<file path="src/rtl/md_issue_ctrl.sv">
// Multiply/divide issue and hazard controller beside the EX stage.
// Issues MD ops, tracks latency, stalls on MD/HI-LO hazards.
module md_issue_ctrl #(
    parameter int MUL_LAT = 5,
    parameter int DIV_LAT = 10,
    parameter int CNT_W   = 5
) (
    input  logic        clk,
    input  logic        reset,
    input  logic        req_valid,
    input  logic [2:0]  req_op,
    input  logic        rd_hilo,
    input  logic        rupt,
    output logic        md_start,
    output logic [2:0]  md_op,
    output logic        issue_ack,
    output logic        stall,
    output logic        busy,
    output logic        done,
    output logic [15:0] stall_cycles
);

    typedef enum logic {
        IDLE = 1'b0,
        RUN  = 1'b1
    } state_t;

    localparam logic [CNT_W-1:0] MUL_CNT = CNT_W'(MUL_LAT);
    localparam logic [CNT_W-1:0] DIV_CNT = CNT_W'(DIV_LAT);
    localparam logic [CNT_W-1:0] ONE     = CNT_W'(1);

    state_t           state_q;
    state_t           state_d;
    logic [CNT_W-1:0] cnt_q;
    logic [CNT_W-1:0] cnt_d;
    logic             op_valid;
    logic             op_long;
    logic             op_mul;
    logic             issue;
    logic             last;

    always_comb begin
        op_valid = (req_op != 3'd0) && (req_op != 3'd7);
        op_long  = (req_op >= 3'd1) && (req_op <= 3'd4);
        op_mul   = (req_op == 3'd1) || (req_op == 3'd3);
        issue    = reset && (state_q == IDLE) && req_valid
                   && op_valid && !rupt;
        last     = (state_q == RUN) && (cnt_q == ONE);
    end

    always_ff @(posedge clk or negedge reset) begin
        if (!reset) begin
            state_q <= IDLE;
            cnt_q   <= '0;
        end else begin
            state_q <= state_d;
            cnt_q   <= cnt_d;
        end
    end

    always_comb begin
        state_d = state_q;
        cnt_d   = cnt_q;
        unique case (state_q)
            IDLE: begin
                if (issue && op_long) begin
                    state_d = RUN;
                    cnt_d   = op_mul ? MUL_CNT : DIV_CNT;
                end
            end
            RUN: begin
                cnt_d = cnt_q - ONE;
                if (last) begin
                    state_d = IDLE;
                end
            end
        endcase
    end

    // Interrupts never reach the RUN stall term: the unit cannot abort.
    always_comb begin
        md_start  = issue && op_long;
        md_op     = issue ? req_op : 3'd0;
        issue_ack = issue;
        stall     = reset && (state_q == RUN)
                    && ((req_valid && op_valid) || rd_hilo);
    end

    always_ff @(posedge clk or negedge reset) begin
        if (!reset) begin
            busy         <= 1'b0;
            done         <= 1'b0;
            stall_cycles <= '0;
        end else begin
            busy <= (state_d == RUN);
            done <= last;
            if (stall && (stall_cycles != 16'hFFFF)) begin
                stall_cycles <= stall_cycles + 16'd1;
            end
        end
    end

endmodule
</file>
<file path="config.mk">
export PLATFORM = sky130hd
export DESIGN_NAME = md_issue_ctrl
export DESIGN_NICKNAME = d
export VERILOG_FILES = /design/src/rtl/md_issue_ctrl.sv
export SDC_FILE = /design/constraint.sdc
export NUM_CORES = 1
export LEC_CHECK = 0
export CAP_MARGIN = 20
export CORE_AREA = 2 2 54 56
export CTS_BUF_LIST = sky130_fd_sc_hd__clkbuf_4 sky130_fd_sc_hd__clkbuf_8
export DETAILED_ROUTE_END_ITERATION = 10
export DIE_AREA = 0 0 56 58
export PLACE_DENSITY = 0.8
export SYNTH_ARGS = -nofsm -noshare
export SYNTH_HDL_FRONTEND = slang
export SYNTH_SLANG_ARGS = --single-unit
</file>
<file path="constraint.sdc">
create_clock -name clk -period 2.4 [get_ports clk]
set_clock_uncertainty 0.05 [all_clocks]
set_input_delay 0.48 -clock clk [delete_from_list [all_inputs] [get_ports clk]]
set_output_delay 0.48 -clock clk [all_outputs]
set_load 0.01 [all_outputs]
</file>
=== Word level (Yosys, flattened, before mapping) ===
Index checks and enable logic that the tools add are counted.

* Flip-flop bits (word level): 23
* Bits of input ports: 8
* Logic and storage cells: 38

* Add/sub/neg operators: 2
* Order comparisons: 2
* Eq/ne operators: 6
* Multiplexer cells: 7
* Bitwise operators: 1
* Reductions and logical operators: 16

{| class="wikitable"
|+ Operators with widths
! cell !! number
|-
| adder 16 x 1 -> 16 bit (second input constant) || 1
|-
| != test 16 bit (second input constant) || 1
|-
| logical AND 1 bit || 12
|-
| case mux 5 bit (2 select lines) || 1
|-
| == test 5 x 1 -> 1 bit (second input constant) || 1
|-
| two-way mux 5 bit || 1
|-
| subtractor 5 x 1 -> 5 bit (second input constant) || 1
|-
| two-way mux 4 bit || 1
|-
| == test 3 x 1 -> 1 bit (second input constant) || 1
|-
| == test 3 x 2 -> 1 bit (second input constant) || 1
|-
| greater-or-equal comparator 3 x 1 -> 1 bit (second input constant) || 1
|-
| <= comparator 3 bit (second input constant) || 1
|-
| two-way mux 3 bit || 1
|-
| != test 3 bit (second input constant) || 1
|-
| nonzero test 3 bit || 1
|-
| logical OR 1 bit || 2
|-
| two-way mux 1 bit || 2
|-
| != test 2 bit (second input constant) || 1
|-
| case mux 1 bit (2 select lines) || 1
|-
| zero test 1 bit || 1
|-
| NOT 1 bit || 1
|}

=== Logic depth before layout (Yosys ltp) ===
Gate-level depths: netlist (run 1).

* Depth in word-level cells: 8
* Mapped depth: 7
* Depth with buffers taken out: 5

=== Worst setup path before layout (run 1) ===
OpenSTA, ideal clock, no wires.

* Path type: in2out
* Start: input req_valid
* End: output md_op[2]
* Arrival time: 1.719 ns
* Setup slack: 0.151 ns
* Cell stages on the path: 4
* Buffers on the path: 0
* Path through: nor4bb_1 nand2_1 a31oi_1 and2_2

* Cells in the longest elaborated chain, start to end: 4

{| class="wikitable"
|+ RTL lines
! element !! RTL line !! RTL
|-
| start: declaration || 10 || <nowiki>input logic req_valid,</nowiki>
|-
| logical AND 1 bit || 46 || <nowiki>issue = reset && (state_q == IDLE) && req_valid</nowiki>
|-
| logical AND 1 bit (2 in a row) || 47 || <nowiki>&& op_valid && !rupt;</nowiki>
|-
| via issue_ack || 16 || <nowiki>output logic issue_ack,</nowiki>
|-
| two-way mux 3 bit || 83 || <nowiki>md_op = issue ? req_op : 3'd0;</nowiki>
|-
| end: declaration || 15 || <nowiki>output logic [2:0] md_op,</nowiki>
|}

The timed path passes the listed nets, and every way through them passes these cells.

=== Final worst setup path (run 1) ===
* Start: input rd_hilo
* End: output stall

* Cells in the longest elaborated chain, start to end: 2

{| class="wikitable"
|+ RTL lines
! element !! RTL line !! RTL
|-
| start: declaration || 12 || <nowiki>input logic rd_hilo,</nowiki>
|-
| logical OR 1 bit || 86 || <nowiki>&& ((req_valid && op_valid) || rd_hilo);</nowiki>
|-
| logical AND 1 bit || 86 ||
|-
| end: declaration || 17 || <nowiki>output logic stall,</nowiki>
|}

Every way passes these cells.

==> results_dict.tcl, run 1 <==
set metrics [dict create \
    finalMaxSlewViolations 0 \
    synthFlopType "dfrtp_1" \
    slew_headroom_pct 69.84 \
    grt_max_degree 17 \
    powerDensity_nw_per_um2 737.0 \
    num_vias 1150 \
    drive_above_1_share_pct 15.98 \
    numPortBuffers 31 \
    p_switching_uw 474.0 \
    required_ps 1870 \
    dpl_cell_area_sq_um 1705 \
    utilization_pct 66.31 \
    die_h_um 58 \
    core_area_sq_um 2663 \
    cap_viol_max_count 0 \
    finalHoldViolCount 0 \
    post_cts_buffers 0 \
    rows 19 \
    clockBufferDepth 2 \
    synth.area.top_cells "dfrtp_1 (44%), xor2_1 (10%), nor3_1 (3.1%)" \
    setup_viol 0 \
    routed_wl_um 2856 \
    synthesis.nets 138 \
    swShare_pct 36.43 \
    cts_sinks 23 \
    track_usage_pct 19.28 \
    critPathCaptureType "output pin" \
    rsz0062_at_grt "no" \
    yosysTopAreaCell "dfrtp_1" \
    clock_power_share_pct 14.8 \
    final_common_cell "dfrtp_1" \
    avgRoutedWirePerCell_um 14.28 \
    worst_hold_path_type "input port to asynchronous set/reset pin" \
    syn2layout_area_growth_pct 34.64 \
    synth_top_area_share_pct 43.89 \
    syn_area_sq_um 1311 \
    cts_htree_levels 1 \
    p_int_uw 827.1 \
    gp_congestion 0.7941 \
    antenna_found_initial 0 \
    crit_chain "clkdlybuf4s50_1 -> and4b_1 -> or3_1 -> inv_1 -> clkdlybuf4s15_2" \
    worstSetupStartpoint "rd_hilo" \
    seq_area_frac_synth_pct 43.89 \
    crit-reg2reg-launch "busy$_DFF_PN0_" \
    start_util_pct 49.25 \
    cp.arrival_ps 1780 \
    ys.warnings.count 0 \
    post_synth.cell_area_avg_sq_um 10.32 \
    die_x_um 56 \
    critPathMaxStageDelay_ps 500 \
    worstSetupStartpointType "input port" \
    yosysUniqueCellTypes 41 \
    die_area_sq_um 3248 \
    ys_ff_latch 23 \
    cts-root-buf "clkbuf_4" \
    cts_tree "built" \
    combPwrFrac_pct 40.6 \
    synthArstFlopShare_pct 100.0 \
    clk_pin_slew_ps 120 \
    hold_buffers 0 \
    synth_enable_flop_cells 0 \
    tightest_slew_ps 449.0 \
    diodes 0 \
    first_global_vias 1119 \
    cp_max_fo 3 \
    dr.first_iter.drc_count 12 \
    drc 0 \
    cpMaxStageDelayCell "clkdlybuf4s50_1" \
    layout_worst_path_cycle_share_pct 96.17 \
    fmax_mhz 433.3 \
    nets 181 \
    power_frac_seq_pct 44.6 \
    syn_inst 127 \
    power_mw 1.301 \
    vias_per_cell 5.750 \
    fin_crit_ps 2308 \
    overflow 0 \
    status "complete, no violations" \
    hpwl_um 2159 \
    dr.pass1.iters 4 \
    layout_common_cells "dfrtp_1 (23), clkdlybuf4s50_1 (19), xor2_1 (15)" \
    reg2reg_depth 6 \
    path_class "input port to output pin" \
    ant_nets 0 \
    pin_count 32 \
    p_leak_nw 0.8578 \
    final_area_sq_um 1765 \
    numCtsBuffers 3 \
    peakVddDrop_mv 0.6229 \
    clock_latency_ps 320 \
    grt_pass1_wl_um 4878 \
    holdWs_ps 225.7 \
]
critical path: cells and delay by family:
kind	cells	cell delay [ps]
buf+inv	3	790
simple gates	2	510
timing repair:
action	CTS	global route
resized for setup	24	1
pin swaps	3	1
endpoints found under the setup margin	6	5
cells in the mapped netlist, drive strengths merged (2+ instances only):
cell,n
or3,2
and4,2
nor4b,2
nor4,5
nor3,8
inv,6
xor2,15
nor3b,2
and3,4
ha,3
o21ai,3
buf,3
dfrtp,23
nand4,5
a21boi,2
nor2,4
o211ai,2
nand3,5
a31oi,3
a21oi,2
nand2,7
and2,3
registers in the layout, summed over array words and instances, names as in the netlist:
| register | count |
|---|---|
| stall_cycles | 16 |
| cnt_q | 5 |
| busy | 1 |
| done | 1 |
worst paths after layout:
check                      slack [ps]                            to
max                                90                         stall
min                               230   stall_cycles[2]$_DFFE_PN0P_
max reg2reg                       440   stall_cycles[1]$_DFFE_PN0P_
min reg2reg                       470  stall_cycles[15]$_DFFE_PN0P_
max in group asynchronous        1810          cnt_q[1]$_DFFE_PN0P_
min in group clk                  470  stall_cycles[15]$_DFFE_PN0P_
layer usage:
layer | share of wire (%) | track usage [%]
met3 | 5.1 | 2.232
met2 | 48 | 33.11
met5 | 0 | 0
met4 | 2.2 | 12.24
met1 | 44 | 23.17
through the flow:
step | instances | TNS [ps] | setup slack, ps
final | 200 | 0 | 91.92
after global routing | 200 | 0 | 28.56
after CTS | 200 | -7.409 | -7.409
after detailed placement | 196 | -4557 | -552.0
after global placement | 196 | -3581 | -469.7
after floorplan | 127 | 0 | 151.2
kinds of logic (layout without fill, tap and decap cells):
group	after synthesis	count (layout)	synth area share, %
buffers and inverters	10	52	4.580
xor gates and xnor gates	16	16	10.69
AOI/OAI and AO/OA	18	18	9.256
adders and majority gates	3	3	2.863
muxes	2	2	1.622
DFF	23	23	43.89
and+or+nand+nor	55	55	27.10
power groups by stage:
| stage | clock network [mW] | registers, mW | logic [mW] |
|---|---|---|---|
| finish | 0.193 | 0.581 | 0.528 |
| CTS | 0.203 | 0.578 | 0.533 |
| floorplan | 0 | 0.588 | 0.291 |
| global route | 0.213 | 0.593 | 0.589 |
| global placement | 0 | 0.576 | 0.510 |
| detailed placement | 0 | 0.582 | 0.530 |
layout make-up:
class,instances,area [sq um]
Tap cell,31,38.79
Timing Repair Buffer,42,397.9
Inverter,6,22.52
Fill cell,236,897.1
Clock buffer,4,30.03
Sequential cell,23,575.6
Multi-Input combinational cell,94,700.7
Power figures use the tool's default switching activity.
==> inputs of run 2 (changes only) <==
--- a/config.mk
+++ b/config.mk
@@ -6,11 +6,11 @@
 export NUM_CORES = 1
 export LEC_CHECK = 0
 export CAP_MARGIN = 20
-export CORE_AREA = 2 2 54 56
+export CORE_AREA = 2 2 45 68
 export CTS_BUF_LIST = sky130_fd_sc_hd__clkbuf_4 sky130_fd_sc_hd__clkbuf_8
 export DETAILED_ROUTE_END_ITERATION = 10
-export DIE_AREA = 0 0 56 58
-export PLACE_DENSITY = 0.8
+export DIE_AREA = 0 0 47 70
+export PLACE_DENSITY = 0.78
 export SYNTH_ARGS = -nofsm -noshare
 export SYNTH_HDL_FRONTEND = slang
 export SYNTH_SLANG_ARGS = --single-unit
==> results_dict.tcl, run 2 (synthesis results as in run 1) <==
set metrics [dict create \
    status "complete, no violations" \
    hp-start "stall_cycles[15]$_DFFE_PN0P_" \
    tightest_slew_ps 407.5 \
    cts_tree "built" \
    reg.largest.list "stall_cycles: 16 flops, cnt_q: 5 flops" \
    vias_per_cell 5.603 \
    clock_latency_ps 270 \
    critPathMaxStageDelay_ps 510 \
    cts-root-buf "clkbuf_8" \
    dpl_cell_area_sq_um 1715 \
    pin_count 32 \
    rsz0062_at_grt "no" \
    diodes 0 \
    antenna_found_initial 0 \
    reg2reg_depth 6 \
    gp_congestion 0.8602 \
    fmax_mhz 427.1 \
    layout_common_cells "dfrtp_1 (23), clkdlybuf4s50_1 (19), xor2_1 (15)" \
    drive_above_1_share_pct 18.82 \
    nets 182 \
    cts_sinks 23 \
    syn2layout_area_growth_pct 39.03 \
    die_x_um 47 \
    clockBufferDepth 2 \
    path_depth 5 \
    critPathCaptureType "output pin" \
    ant_nets 0 \
    drc 0 \
    core_area_sq_um 2763 \
    finalHoldViolCount 0 \
    largest_reg_flops 16 \
    min_path_cells 1 \
    final_area_sq_um 1823 \
    required_ps 1870 \
    avgRoutedWirePerCell_um 15.26 \
    n_fill_cell 227 \
    cp_max_fo 3 \
    die_area_sq_um 3290 \
    setup_viol 0 \
    path_class "input port to output pin" \
    top_register "stall_cycles" \
    peakVddDrop_mv 0.5483 \
    numCtsBuffers 3 \
    final_common_cell "dfrtp_1" \
    min_to "stall_cycles[15]$_DFFE_PN0P_" \
    finalMaxSlewViolations 0 \
    utilization_pct 65.99 \
    p_leak_nw 0.8814 \
    dr.first_iter.drc_count 27 \
    slew_headroom_pct 72.63 \
    cp.arrival_ps 1810 \
    fin_crit_ps 2341 \
    grt_max_degree 24 \
    layout_worst_path_cycle_share_pct 97.55 \
    hpwl_um 2375 \
    num_vias 1171 \
    first_global_vias 1207 \
    numPortBuffers 31 \
    crit-reg2reg-launch "busy$_DFF_PN0_" \
    track_usage_pct 22.03 \
    grt_pass1_wl_um 5292 \
    dr.pass1.iters 4 \
    powerDensity_nw_per_um2 761.9 \
    r2r_setup_slack_ps 380 \
    cpMaxStageDelayCell "clkdlybuf4s50_1" \
    cts_htree_levels 1 \
    r2r-end "stall_cycles[1]$_DFFE_PN0P_" \
    cap_viol_max_count 0 \
    clk_pin_slew_ps 80 \
    worstSetupStartpointType "input port" \
    critical_path_buf_inv_count 3 \
    crit_chain "clkdlybuf4s50_1 -> and4b_1 -> or3_4 -> inv_1 -> clkdlybuf4s15_2" \
    worst_hold_path_type "register to register" \
    routed_wl_um 3189 \
    overflow 0 \
    rows 24 \
    cp_top_family "buffers and inverters" \
    start_util_pct 47.46 \
    die_h_um 70 \
]
## run 2: cell types whose count changed in the layout (fill, tap and decap cells not counted), sizes merged
cell / before / now
dlygate4sd2: 7 / 6
buf: 11 / 12
clkinv: 0 / 1
dlymetal6s2s: 1 / 2
clkbuf: 4 / 3
## run 2: area by class of cell
cell class              count  area [sq um]  area share [%]
clock buffers               3         41.29           2.265
clock inverters             1         5.005          0.2745
inverters                   6         22.52           1.235
multi-input cells          94         719.4           39.46
flip-flops and latches     23         575.6           31.57
well taps                  39         48.80           2.677
repair buffers             43         410.4           22.51
## run 2: metrics by stage
stage | std cells | total power [mW] | setup TNS [ps] | hold slack [ps] | setup slack [ps]
5_1_grt | 209 | 1.484 | 0 | 471.4 | 27.22
3_5_place_dp | 204 | 1.129 | -2971 | 448.7 | -500.1
4_1_cts | 208 | 1.384 | 0 | 428.8 | 5.161
2_1_floorplan | 127 | 0.8788 | 0 | 134.4 | 151.2
3_3_place_gp | 204 | 1.089 | -2277 | 434.2 | -413.8
6_report | 209 | 1.389 | 0 | 454.0 | 58.86
## run 2: per-layer routing
| layer | share of wire [%] | global-route usage [%] | up-vias |
|---|---|---|---|
| met5 | 0 | 0 | - |
| met4 | 3.1 | 11.42 | 0 |
| met3 | 4.2 | 1.809 | 9 |
| met2 | 55 | 38.51 | 41 |
| met1 | 37 | 24.62 | 569 |
| li1 | - | - | 552 |
## run 2: worst register-to-register path: stages, from the launching register on
cell      delay (ps)
dfrtp_1          410
buf_4            210
o211ai_1         110
or3_4            400
buf_4            200
nor2_1           170
mux2_2           350
## run 2: worst max path at each step
stage              start        to  slack [ps]
4_1_cts        req_op[0]     stall           5
3_3_place_gp   req_valid  md_op[2]        -410
3_5_place_dp   req_valid  md_op[2]        -500
2_1_floorplan  req_valid  md_op[2]         150
6_report         rd_hilo     stall          60
5_1_grt          rd_hilo     stall          30
## run 2: where the power goes
group | switching, mW | internal [mW] | total (mW)
Combinational | 0.276 | 0.282 | 0.558
Clock | 0.134 | 0.116 | 0.250
Sequential | 0.102 | 0.480 | 0.581
## run 2: repair_timing
| item | CTS | global route |
|---|---|---|
| setup buffers | 0 | 1 |
| hold buffers | 0 | 0 |
| gates resized for setup | 26 | 4 |
| pin swaps | 2 | 1 |
| endpoints found under the setup margin | 6 | 5 |
==> inputs of run 3 (changes only) <==
--- a/config.mk
+++ b/config.mk
@@ -6,11 +6,12 @@
 export NUM_CORES = 1
 export LEC_CHECK = 0
 export CAP_MARGIN = 20
-export CORE_AREA = 2 2 45 68
+export CORE_AREA = 4 4 49 73
 export CTS_BUF_LIST = sky130_fd_sc_hd__clkbuf_4 sky130_fd_sc_hd__clkbuf_8
+export CTS_CLUSTER_SIZE = 12
 export DETAILED_ROUTE_END_ITERATION = 10
-export DIE_AREA = 0 0 47 70
-export PLACE_DENSITY = 0.78
+export DIE_AREA = 0 0 53 77
+export PLACE_DENSITY = 0.75
 export SYNTH_ARGS = -nofsm -noshare
 export SYNTH_HDL_FRONTEND = slang
 export SYNTH_SLANG_ARGS = --single-unit
==> constraint.sdc (replaced) <==
create_clock -name clk -period 2.1 [get_ports clk]
set_clock_uncertainty 0.05 [all_clocks]
set_input_delay 0.42 -clock clk [delete_from_list [all_inputs] [get_ports clk]]
set_output_delay 0.42 -clock clk [all_outputs]
set_load 0.01 [all_outputs]
==> results_dict.tcl, run 3 (synthesis results as in run 1) <==
set metrics [dict create \
    numPortBuffers 31 \
    routed_wl_um 3142 \
    syn2layout_area_growth_pct 39.03 \
    rsz0062_at_grt "yes" \
    final_common_cell "dfrtp_1" \
    status "complete, no violations" \
    finalHoldViolCount 0 \
    grt_busiest_layer "met2" \
    fin_crit_ps 2045 \
    reg.largest.list "stall_cycles: 16 flops, cnt_q: 5 flops" \
    cp_max_fo 12 \
    cap_viol_max_count 0 \
    holdWs_ps 340.6 \
    start_util_pct 45.02 \
    dpl_cell_area_sq_um 1759 \
    die_h_um 77 \
    required_ps 1630 \
    cts-root-buf "clkbuf_8" \
    die_area_sq_um 4081 \
    vias_per_cell 5.380 \
    core_area_sq_um 2913 \
    peakVddDrop_mv 0.6523 \
    ant_nets 0 \
    die_x_um 53 \
    drc 0 \
    first_global_vias 1227 \
    fmax_mhz 489.1 \
    grtUsageMet3_pct 1.938 \
    drive_above_1_share_pct 20.69 \
    hpwl_um 2478 \
    numCtsBuffers 3 \
    nets 186 \
    cp.arrival_ps 1570 \
    worst_hold_path_type "input port to asynchronous set/reset pin" \
    num_vias 1146 \
    gr-usage-met2_pct 31.97 \
    grt_pass1_wl_um 5423 \
    diodes 0 \
    cts_htree_levels 1 \
    clockBufferDepth 2 \
    grt_max_degree 24 \
    dr.first_iter.drc_count 24 \
    setup_tns_ps 0 \
    largest_reg_flops 16 \
    layout_common_cells "dfrtp_1 (23), clkdlybuf4s50_1 (18), xor2_1 (15), buf_4 (15), nor3_1 (8)" \
    met1_usage_pct 19.75 \
    clk_pin_slew_ps 80 \
    track_usage_pct 17.35 \
    setup_viol 0 \
    clock_latency_ps 260 \
    layout_worst_path_cycle_share_pct 97.37 \
    avgRoutedWirePerCell_um 14.75 \
    critPathCaptureType "output pin" \
    tightest_slew_ps 510.6 \
    powerDensity_nw_per_um2 867.2 \
    overflow 0 \
    rows 24 \
    slew_headroom_pct 65.70 \
    finalMaxSlewViolations 0 \
    antenna_found_initial 0 \
    utilization_pct 62.59 \
    worstSetupStartpointType "register" \
    final_area_sq_um 1823 \
    cts_sinks 23 \
    path_class "register to output pin" \
    pin_count 32 \
    dr.pass1.iters 4 \
    hold_buffers 0 \
    gp_congestion 0.8496 \
    top_register "stall_cycles" \
    cts_tree "built" \
    p_leak_nw 0.8921 \
]
-- run 3: changes by cell type in the layout (fill, tap and decap cells not counted), sizes merged --
cell	delta
dlygate4sd2	-1
clkdlybuf4s15	-2
clkdlybuf4s50	-1
buf	+9
dlymetal6s2s	-1
-- run 3: final timing paths --
check | slack, ps | start | to | depth (start not counted)
hold reg to reg | 460 | stall_cycles[15]$_DFFE_PN0P_ | stall_cycles[15]$_DFFE_PN0P_ | 1
setup reg to reg | 80 | busy$_DFF_PN0_ | stall_cycles[1]$_DFFE_PN0P_ | 6
setup / recovery | 60 | busy$_DFF_PN0_ | stall | 5
hold / removal | 340 | reset | stall_cycles[0]$_DFFE_PN0P_ | 3
max in group asynchronous | 1430 | reset | stall_cycles[9]$_DFFE_PN0P_ | 3
min in group clk | 460 | stall_cycles[15]$_DFFE_PN0P_ | stall_cycles[15]$_DFFE_PN0P_ | 1
-- run 3: per-stage QoR --
stage                     worst slack [ps]  cells  power (mW)
final                                55.28    213       1.581
after global routing                -25.81    213       1.696
after CTS                            3.889    213       1.597
after detailed placement            -679.2    209       1.315
after global placement              -574.2    209       1.263
after floorplan                      85.35    127       1.008
-- run 3: cell type report --
cell class                      count  area [sq um]
Clock buffer                        3         41.29
Clock inverter                      1         5.005
Fill cell                         265          1090
Inverter                            6         22.52
Multi-Input combinational cell     94         718.2
Sequential cell                    23         575.6
Tap cell                           39         48.80
Timing Repair Buffer               47         411.6
-- run 3: power breakdown --
group	total (mW)	internal [mW]	switching [mW]
logic	0.642	0.329	0.313
registers	0.664	0.548	0.116
clock network	0.275	0.132	0.143
-- run 3: critical path: stages (launching register included) --
cell,delay (ps)
dfrtp_1,410
buf_4,210
o211ai_1,110
or3_4,400
inv_1,60
buf_2,120
-- run 3: timing repair --
action,CTS,global route
pin swaps,6,2
endpoints found under the setup margin,11,9
cloned,0,0
hold endpoints to repair,0,0
resized for setup,38,2
setup buffers,0,0
-- run 3: routing by layer --
metal	wire length, um	share of wire, %	vias to the layer above
met3	140	4.5	2
li1	-	-	558
met1	1228	39	558
met4	8	0.25	0
met2	1764	56	28
met5	0	0	-
